[src/rtl/alu_cmd_issuer.sv]
// Command FIFO and serialising issuer in front of a registered 4-op ALU.
// Each command is issued, its result captured, then returned with its tag.
module alu_cmd_issuer #(
    parameter int WIDTH = 4,
    parameter int DEPTH = 4,
    parameter int TAG_W = 2
) (
    input  logic                       clk,
    input  logic                       rst,
    input  logic                       cmd_valid,
    output logic                       cmd_ready,
    input  logic [WIDTH-1:0]           cmd_a,
    input  logic [WIDTH-1:0]           cmd_b,
    input  logic [2:0]                 cmd_op,
    input  logic [TAG_W-1:0]           cmd_tag,
    output logic [WIDTH-1:0]           alu_a,
    output logic [WIDTH-1:0]           alu_b,
    output logic [2:0]                 alu_op,
    input  logic [2*WIDTH-1:0]         alu_result,
    output logic                       rsp_valid,
    input  logic                       rsp_ready,
    output logic [2*WIDTH-1:0]         rsp_result,
    output logic [TAG_W-1:0]           rsp_tag,
    output logic                       rsp_err,
    output logic [$clog2(DEPTH+1)-1:0] fifo_count
);

    localparam int CW = $clog2(DEPTH + 1);
    localparam int AW = (DEPTH > 1) ? $clog2(DEPTH) : 1;

    typedef enum logic [1:0] {
        IDLE,
        ISSUE,
        CAPTURE,
        RESP
    } state_t;

    state_t state;
    state_t state_nx;

    logic [WIDTH-1:0] mem_a   [DEPTH];
    logic [WIDTH-1:0] mem_b   [DEPTH];
    logic [2:0]       mem_op  [DEPTH];
    logic [TAG_W-1:0] mem_tag [DEPTH];

    logic [AW-1:0]    wr_ptr;
    logic [AW-1:0]    rd_ptr;
    logic             push;
    logic             pop;
    logic             cap;
    logic             rsp_clr;
    logic             fifo_empty;
    logic             head_err;
    logic [TAG_W-1:0] cur_tag;
    logic             cur_err;

    assign cmd_ready  = (fifo_count != CW'(DEPTH));
    assign fifo_empty = (fifo_count == '0);
    assign push       = cmd_valid && cmd_ready;

    assign head_err = (mem_op[rd_ptr] > 3'b011) ||
                      ((mem_op[rd_ptr] == 3'b011) &&
                       (mem_b[rd_ptr] == '0));

    always_ff @(posedge clk) begin
        if (push) begin
            mem_a[wr_ptr]   <= cmd_a;
            mem_b[wr_ptr]   <= cmd_b;
            mem_op[wr_ptr]  <= cmd_op;
            mem_tag[wr_ptr] <= cmd_tag;
        end
    end

    always_ff @(posedge clk or negedge rst) begin
        if (!rst) begin
            wr_ptr     <= '0;
            rd_ptr     <= '0;
            fifo_count <= '0;
        end else begin
            if (push) wr_ptr <= wr_ptr + AW'(1);
            if (pop)  rd_ptr <= rd_ptr + AW'(1);
            fifo_count <= fifo_count + CW'(push) - CW'(pop);
        end
    end

    always_ff @(posedge clk or negedge rst) begin
        if (!rst) state <= IDLE;
        else      state <= state_nx;
    end

    // A response handshake in RESP may chain straight into the next issue.
    always_comb begin
        state_nx = state;
        pop      = 1'b0;
        cap      = 1'b0;
        rsp_clr  = 1'b0;
        unique case (state)
            IDLE: begin
                if (!fifo_empty) begin
                    pop      = 1'b1;
                    state_nx = ISSUE;
                end
            end
            ISSUE: state_nx = CAPTURE;
            CAPTURE: begin
                cap      = 1'b1;
                state_nx = RESP;
            end
            RESP: begin
                if (rsp_ready) begin
                    rsp_clr = 1'b1;
                    if (!fifo_empty) begin
                        pop      = 1'b1;
                        state_nx = ISSUE;
                    end else begin
                        state_nx = IDLE;
                    end
                end
            end
            default: state_nx = IDLE;
        endcase
    end

    always_ff @(posedge clk or negedge rst) begin
        if (!rst) begin
            alu_a   <= '0;
            alu_b   <= '0;
            alu_op  <= 3'b000;
            cur_tag <= '0;
            cur_err <= 1'b0;
        end else if (pop) begin
            alu_a   <= mem_a[rd_ptr];
            alu_b   <= mem_b[rd_ptr];
            alu_op  <= mem_op[rd_ptr];
            cur_tag <= mem_tag[rd_ptr];
            cur_err <= head_err;
        end
    end

    always_ff @(posedge clk or negedge rst) begin
        if (!rst) begin
            rsp_valid  <= 1'b0;
            rsp_result <= '0;
            rsp_tag    <= '0;
            rsp_err    <= 1'b0;
        end else if (cap) begin
            rsp_valid  <= 1'b1;
            rsp_result <= cur_err ? '0 : alu_result;
            rsp_tag    <= cur_tag;
            rsp_err    <= cur_err;
        end else if (rsp_clr) begin
            rsp_valid  <= 1'b0;
        end
    end

endmodule

[config.mk]
export PLATFORM = sky130hd
export DESIGN_NAME = alu_cmd_issuer
export DESIGN_NICKNAME = d
export VERILOG_FILES = /design/src/rtl/alu_cmd_issuer.sv
export SDC_FILE = /design/constraint.sdc
export NUM_CORES = 1
export LEC_CHECK = 0
export CAP_MARGIN = 20
export CORE_UTILIZATION = 49
export DETAILED_ROUTE_END_ITERATION = 12
export PLACE_DENSITY = 0.73
export SYNTH_ARGS = -nofsm -noshare
export SYNTH_HDL_FRONTEND = slang
export SYNTH_SLANG_ARGS = --single-unit
[constraint.sdc]
create_clock -name clk -period 3.2 [get_ports clk]
set_input_delay 0.64 -clock clk [delete_from_list [all_inputs] [get_ports clk]]
set_output_delay 0.64 -clock clk [all_outputs]
set_load 0.01 [all_outputs]
# Yosys cells after proc, flatten, opt, wreduce, memory -nomap -nowiden
# Memory sizes are Yosys's and may differ from the RTL's. A register that Yosys moved wholly into a read port is not among the register bits.
# Cells that the tools add are included.
[word_totals]
ram_bits = 52
reg_bits = 29
memories = 4
output_inout_bits = 27
inputBits = 25
[op_classes]
add_sub_neg = 4
n_eq_ne = 7
muxes = 15
n_reduce_logical = 10
n_lt_le_gt_ge = 1
[memory_table]
columns = ["name", "words", "width", "read_ports", "rd_clocked_by_memory_dff", "wr", "line_no", "text"]
rows = [
  ["mem_a", 4, 4, 1, 1, 1, "41", "logic [WIDTH-1:0] mem_a [DEPTH];"],
  ["mem_b", 4, 4, 1, 0, 1, "42", "logic [WIDTH-1:0] mem_b [DEPTH];"],
  ["mem_op", 4, 3, 1, 0, 1, "43", "logic [2:0] mem_op [DEPTH];"],
  ["mem_tag", 4, 2, 1, 1, 1, "44", "logic [TAG_W-1:0] mem_tag [DEPTH];"],
]
[ops]
columns = ["op", "n"]
rows = [
  ["$mux 1", 10],
  ["$mux 8", 1],
  ["$pmux 2 s4", 1],
  ["$add 2x1->2 const B", 2],
  ["$eq 2x2->1 const B", 2],
  ["$logic_not 4->1", 1],
  ["$mux 2", 2],
  ["$ne 2x2->1 const B", 2],
  ["$add 3x1->3", 1],
  ["$eq 3x2->1 const B", 1],
  ["$gt 3x2->1 const B", 1],
  ["$logic_not 3->1", 1],
  ["$ne 3x3->1 const B", 1],
  ["$sub 3x1->3", 1],
  ["$eq 2x1->1 const B", 1],
  ["$logic_and 1x1->1", 2],
  ["$logic_not 1->1", 2],
  ["$logic_not 2->1", 1],
  ["$pmux 1 s2", 1],
  ["$reduce_and 2->1", 1],
  ["$reduce_bool 2->1", 1],
  ["$logic_or 1x1->1", 1],
]

# Longest topological paths before layout
[logic_depth]
ltp_word = 5
mapped_depth = 11
depth_no_buf = 10

# Worst setup path after synthesis
# OpenSTA, ideal clock, no wires.
[synth_timing]
path_type = "reg2reg"
startpoint = "reg state[0]"
endpoint = "reg fifo_count[2]"
slack_ns = 0.762
required_time_ns = 3.077
n_path_buf = 1
synth_period_minus_slack_ns = 2.438
stages_incl_launch_ff = 11
arrival_time_ns = 2.315
path_cell_list = "dfrtp_1 -> inv_1 -> ha_1 -> nor3_4 -> buf_4 -> ha_1 -> inv_1 -> ha_1 -> fa_1 -> xnor2_1 -> xnor2_1"
[synth_between]
elab_chain_cells = 3
word_cells_on_any_way = 4
cone_classes = "1 x add/sub; 1 x eq/ne; 1 x mux; 1 x reduce/logical"
[synth_lines]
columns = ["element", "line_no", "text"]
rows = [
  ["from (decl)", "38", "state_t state;"],
  ["from (signal assigned)", "88", "else state <= state_nx;"],
  ["$eq 2x2->1 / $logic_not 2->1 (equally long branches)", "97", "unique case (state)"],
  ["$pmux 1 s2 *", "97", ""],
  ["named net pop", "49", "logic pop;"],
  ["$sub 3x1->3 *", "82", "fifo_count <= fifo_count + CW'(push) - CW'(pop);"],
  ["to (signal assigned)", "82", ""],
  ["to (decl)", "25", "output logic [$clog2(DEPTH+1)-1:0] fifo_count"],
]
# Mark *: on every way through the listed nets, which the timed path passes. The rest lies on a longest branch.
# A chain may end at the register's enable or synchronous reset.

# Worst setup path after layout
[layout_timing]
startpoint = "in rsp_ready"
endpoint = "reg fifo_count[2]"
[layout_between]
elab_chain_cells = 3
[layout_lines]
columns = ["element", "line_no", "text"]
rows = [
  ["from (decl)", "21", "input logic rsp_ready,"],
  ["$mux 1", "110", "if (rsp_ready) begin"],
  ["$pmux 1 s2", "97", ""],
  ["$sub 3x1->3", "82", ""],
]
# Every way passes these cells.

==> metrics.md <==
| Metric | Value |
|---|---|
| Peak ir drop on the vdd network | `0.319 mV` |
| IO Port Bufs | `51` |
| HPWL after detailed placement | `3530 um` |
| Worst Setup Start Kind | `input pin` |
| Post-route clock skew | `0.00553 ns` |
| Synthesized area per cell | `17.6 um2` |
| Gate count of the mapped netlist | `197` |
| End-of-flow core utilization | `62.5%` |
| Layout Area Growth over Synthesis | `22.8%` |
| Min cycle time layout | `2.33 ns` |
| Number of enable-type register cells in the synthesized netlist | `52` |
| Outcome | `complete, no violations` |
| Wire length per cell | `15.1 um` |
| Worst EP arrival | `2.56 ns` |
| Count of H-tree levels built during CTS | `3` |
| Die width | `86.2 um` |
| DR vias/cell | `4.99` |
| Largest net degree at the start of global routing | `36` |
| Post-route clock period utilization | `72.7%` |
| Critical Path Sink Type | `flop` |
| Cell type with the highest aggregate area in the netlist | `sky130_fd_sc_hd__edfxtp_1` |
| Residual DRC count | `0` |
| Proportion of synthesized chip area in sequential cells | `70.1%` |
| Total via count in the routed design | `1775` |
| Slew HR | `47.9%` |
| Number of warnings issued by yosys | `0` |
| Synthesized Nets | `233` |
| Mapped Area | `3470 um2` |
| Crit Path Max Fanout | `4` |
| Maximum Capacitance Violations | `0` |
| Antenna violations before repair | `0` |
| Setup Viol. Count Final | `0` |
| Via count of the first global-routing pass | `1811` |
| Placement row count | `30` |
| Crit-path slowest cell | `sky130_fd_sc_hd__clkdlybuf4s50_1` |
| Leakage power | `1.59 nW` |
| Worst hold path class | `in -> async` |
| Die boundary height | `86.2 um` |
| Setup bufs post-CTS | `0` |
| Initial DRT Pass Iterations | `4` |
| Setup repair after global routing missed its margin | `false` |
| Power per cell area | `924 nW/um2` |
| Total Routed Length | `5390 um` |
| Cell types with the highest counts after synthesis | `sky130_fd_sc_hd__edfxtp_1 (52), sky130_fd_sc_hd__dfrtp_1 (35), sky130_fd_sc_hd__mux2_2 (17)` |
| Count leader, synth | `sky130_fd_sc_hd__edfxtp_1` |
| Min Hold Slack | `0.370 ns` |
| Post-route cell area | `4270 um2` |
| Synth area leaders | `sky130_fd_sc_hd__edfxtp_1 (45%), sky130_fd_sc_hd__dfrtp_1 (25%), sky130_fd_sc_hd__mux4_2 (8.4%)` |
| Hold Violations, Final | `0` |
| Clock buffer count from CTS | `9` |
| Dominant synthesized flop cell | `sky130_fd_sc_hd__edfxtp_1` |
| Number of design-rule violations left by the first detailed-router iteration | `97` |
| GRT Overall Usage | `16.4%` |
| Share of layout cells above drive strength 1 | `19.6%` |
| Category of the most critical setup path | `in -> reg` |
| Final global-route overflow total | `0` |
| Worst path max stage delay | `0.46 ns` |
| Starting density of the core | `50.9%` |
| Clock-pin slew reported for the worst setup and hold paths after clock tree synthesis | `0.08 ns` |
| Critical path required time | `3.43 ns` |
| Pin slew with the least headroom to its limit | `0.782 ns` |
| Die area | `7430 um2` |
| Total number of clock tree sinks | `87` |
| Root buf cell | `sky130_fd_sc_hd__clkbuf_8` |
| Number of distinct standard cells referenced by the synthesized netlist | `27` |
| Area fraction of the dominant cell type after synthesis | `44.9%` |
| Overall Power | `3.94 mW` |
| Number of nets in the layout | `291` |
| Number of buffers on the longest clock path | `2` |
| Post-synthesis register bit count | `87` |
| Post-route ant nets | `0` |
| Resized Gates After CTS | `0` |
| I/O pins | `52` |
| Final antenna diode count | `0` |
| Wire length of the first global-routing pass | `8860 um` |
| Share of flip-flops with an asynchronous set or reset after synthesis | `40.2%` |
| Quantity of hold-fixing buffers added after cts | `0` |
| Clock Latency Late Sink | `0.34 ns` |
| Weighted congestion at the end of routability-driven global placement | `0.737` |
| Clock tree from TritonCTS | `built` |
| Critical path cell sequence | `clkdlybuf4s50_1 > a21oi_1 > nor3_4 > ha_1 > inv_1 > ha_1 > fa_1 > xnor2_1 > xnor2_1` |
| Dpl cell area | `4070 um2` |
| Core ar. | `6830 um2` |
| Highest Clock Rate | `430 MHz` |
| Top cell family by delay on the critical path | `adder cells` |
| Total Negative Setup Slacks | `0 ns` |
| Final number of max-transition violations | `0` |
| WP buf/inv | `2` |
-- report_power, final --
part / leakage, nW / switching, mW / internal [mW] / total [mW]
clock: 0.0989 / 0.367 / 0.346 / 0.713
sequential: 0.895 / 0.216 / 1.56 / 1.77
combinational: 0.600 / 0.622 / 0.832 / 1.45
-- cell usage in the layout, fill, tap and decap left out, types with 2 or more instances in the layout --
cell type                         Yosys  routed
sky130_fd_sc_hd__edfxtp_1            52      52
sky130_fd_sc_hd__clkdlybuf4s50_1      0      50
sky130_fd_sc_hd__dfrtp_1             35      35
sky130_fd_sc_hd__mux2_2              17      17
sky130_fd_sc_hd__inv_1               16      16
sky130_fd_sc_hd__mux4_2              13      13
sky130_fd_sc_hd__clkbuf_8             0      12
sky130_fd_sc_hd__o21ai_0             10      10
sky130_fd_sc_hd__ha_1                10      10
sky130_fd_sc_hd__nand3b_1             8       8
sky130_fd_sc_hd__nand2_1              5       5
sky130_fd_sc_hd__a21oi_1              4       4
sky130_fd_sc_hd__xnor2_1              4       4
sky130_fd_sc_hd__and3_1               4       4
sky130_fd_sc_hd__nor2_1               3       3
sky130_fd_sc_hd__buf_4                1       2
-- final timing paths --
kind	startpoint	to	slack, ns	cells after the start
max	rsp_ready	fifo_count[2]	0.87	9
min	rst	rsp_result[2]	0.37	1
max reg2reg	state[0]	fifo_count[2]	0.94	10
min reg2reg	rsp_valid	rsp_valid	0.48	1
max in group asynchronous	rst	alu_b[2]	2.33	1
min in group clk	rsp_valid	rsp_valid	0.48	1
-- per-stage QoR --
| step | worst slack, ns | cells |
|---|---|---|
| 6_report | 0.875 | 356 |
| 5_1_grt | 0.768 | 356 |
| 4_1_cts | 0.872 | 356 |
| 3_5_place_dp | 0.500 | 340 |
| 3_3_place_gp | 0.540 | 340 |
| 2_1_floorplan | 0.762 | 197 |
-- per-layer routing --
metal	part of all wire, %	global-route usage, %	wire, um	vias to the layer above
li1	-	-	-	844
met1	45	20.5	2430	880
met2	49	27.1	2630	45
met3	4.8	4.95	260	6
met4	1.5	6.36	79	0
met5	0	0	0	-
-- cells by family (layout without fill, tap and decap cells) --
kind of cell             Yosys count  in the layout  synth area share (%)
flip-flops                        87             87                  70.1
XOR/XNOR                           5              5                  1.26
AO/OA/AOI/OAI                     16             16                  2.48
buffers and inverters             22             85                  2.92
multiplexers                      31             31                  14.2
adder cells (fa/ha/maj)           11             11                  4.18
AND/OR/NAND/NOR                   25             25                  4.79
-- registers in the layout, indices dropped and copies added, names as in the netlist, 2 cells and up --
name	count
alu_a	4
alu_b	4
alu_op	3
cur_tag	2
fifo_count	3
mem_a	16
mem_b	16
mem_op	12
mem_tag	8
rd_ptr	2
rsp_result	8
rsp_tag	2
state	2
wr_ptr	2
-- area by class of cell --
cell class	instances	area (um2)
Sequential cell	87	2440
Inverter	16	60.1
Tap cell	96	120
Fill cell	505	2560
Clock buffer	12	165
Multi-Input combinational cell	88	936
Timing Repair Buffer	53	520
Clock inverter	4	27.5
Note: power is estimated with default switching activity, not from simulation.
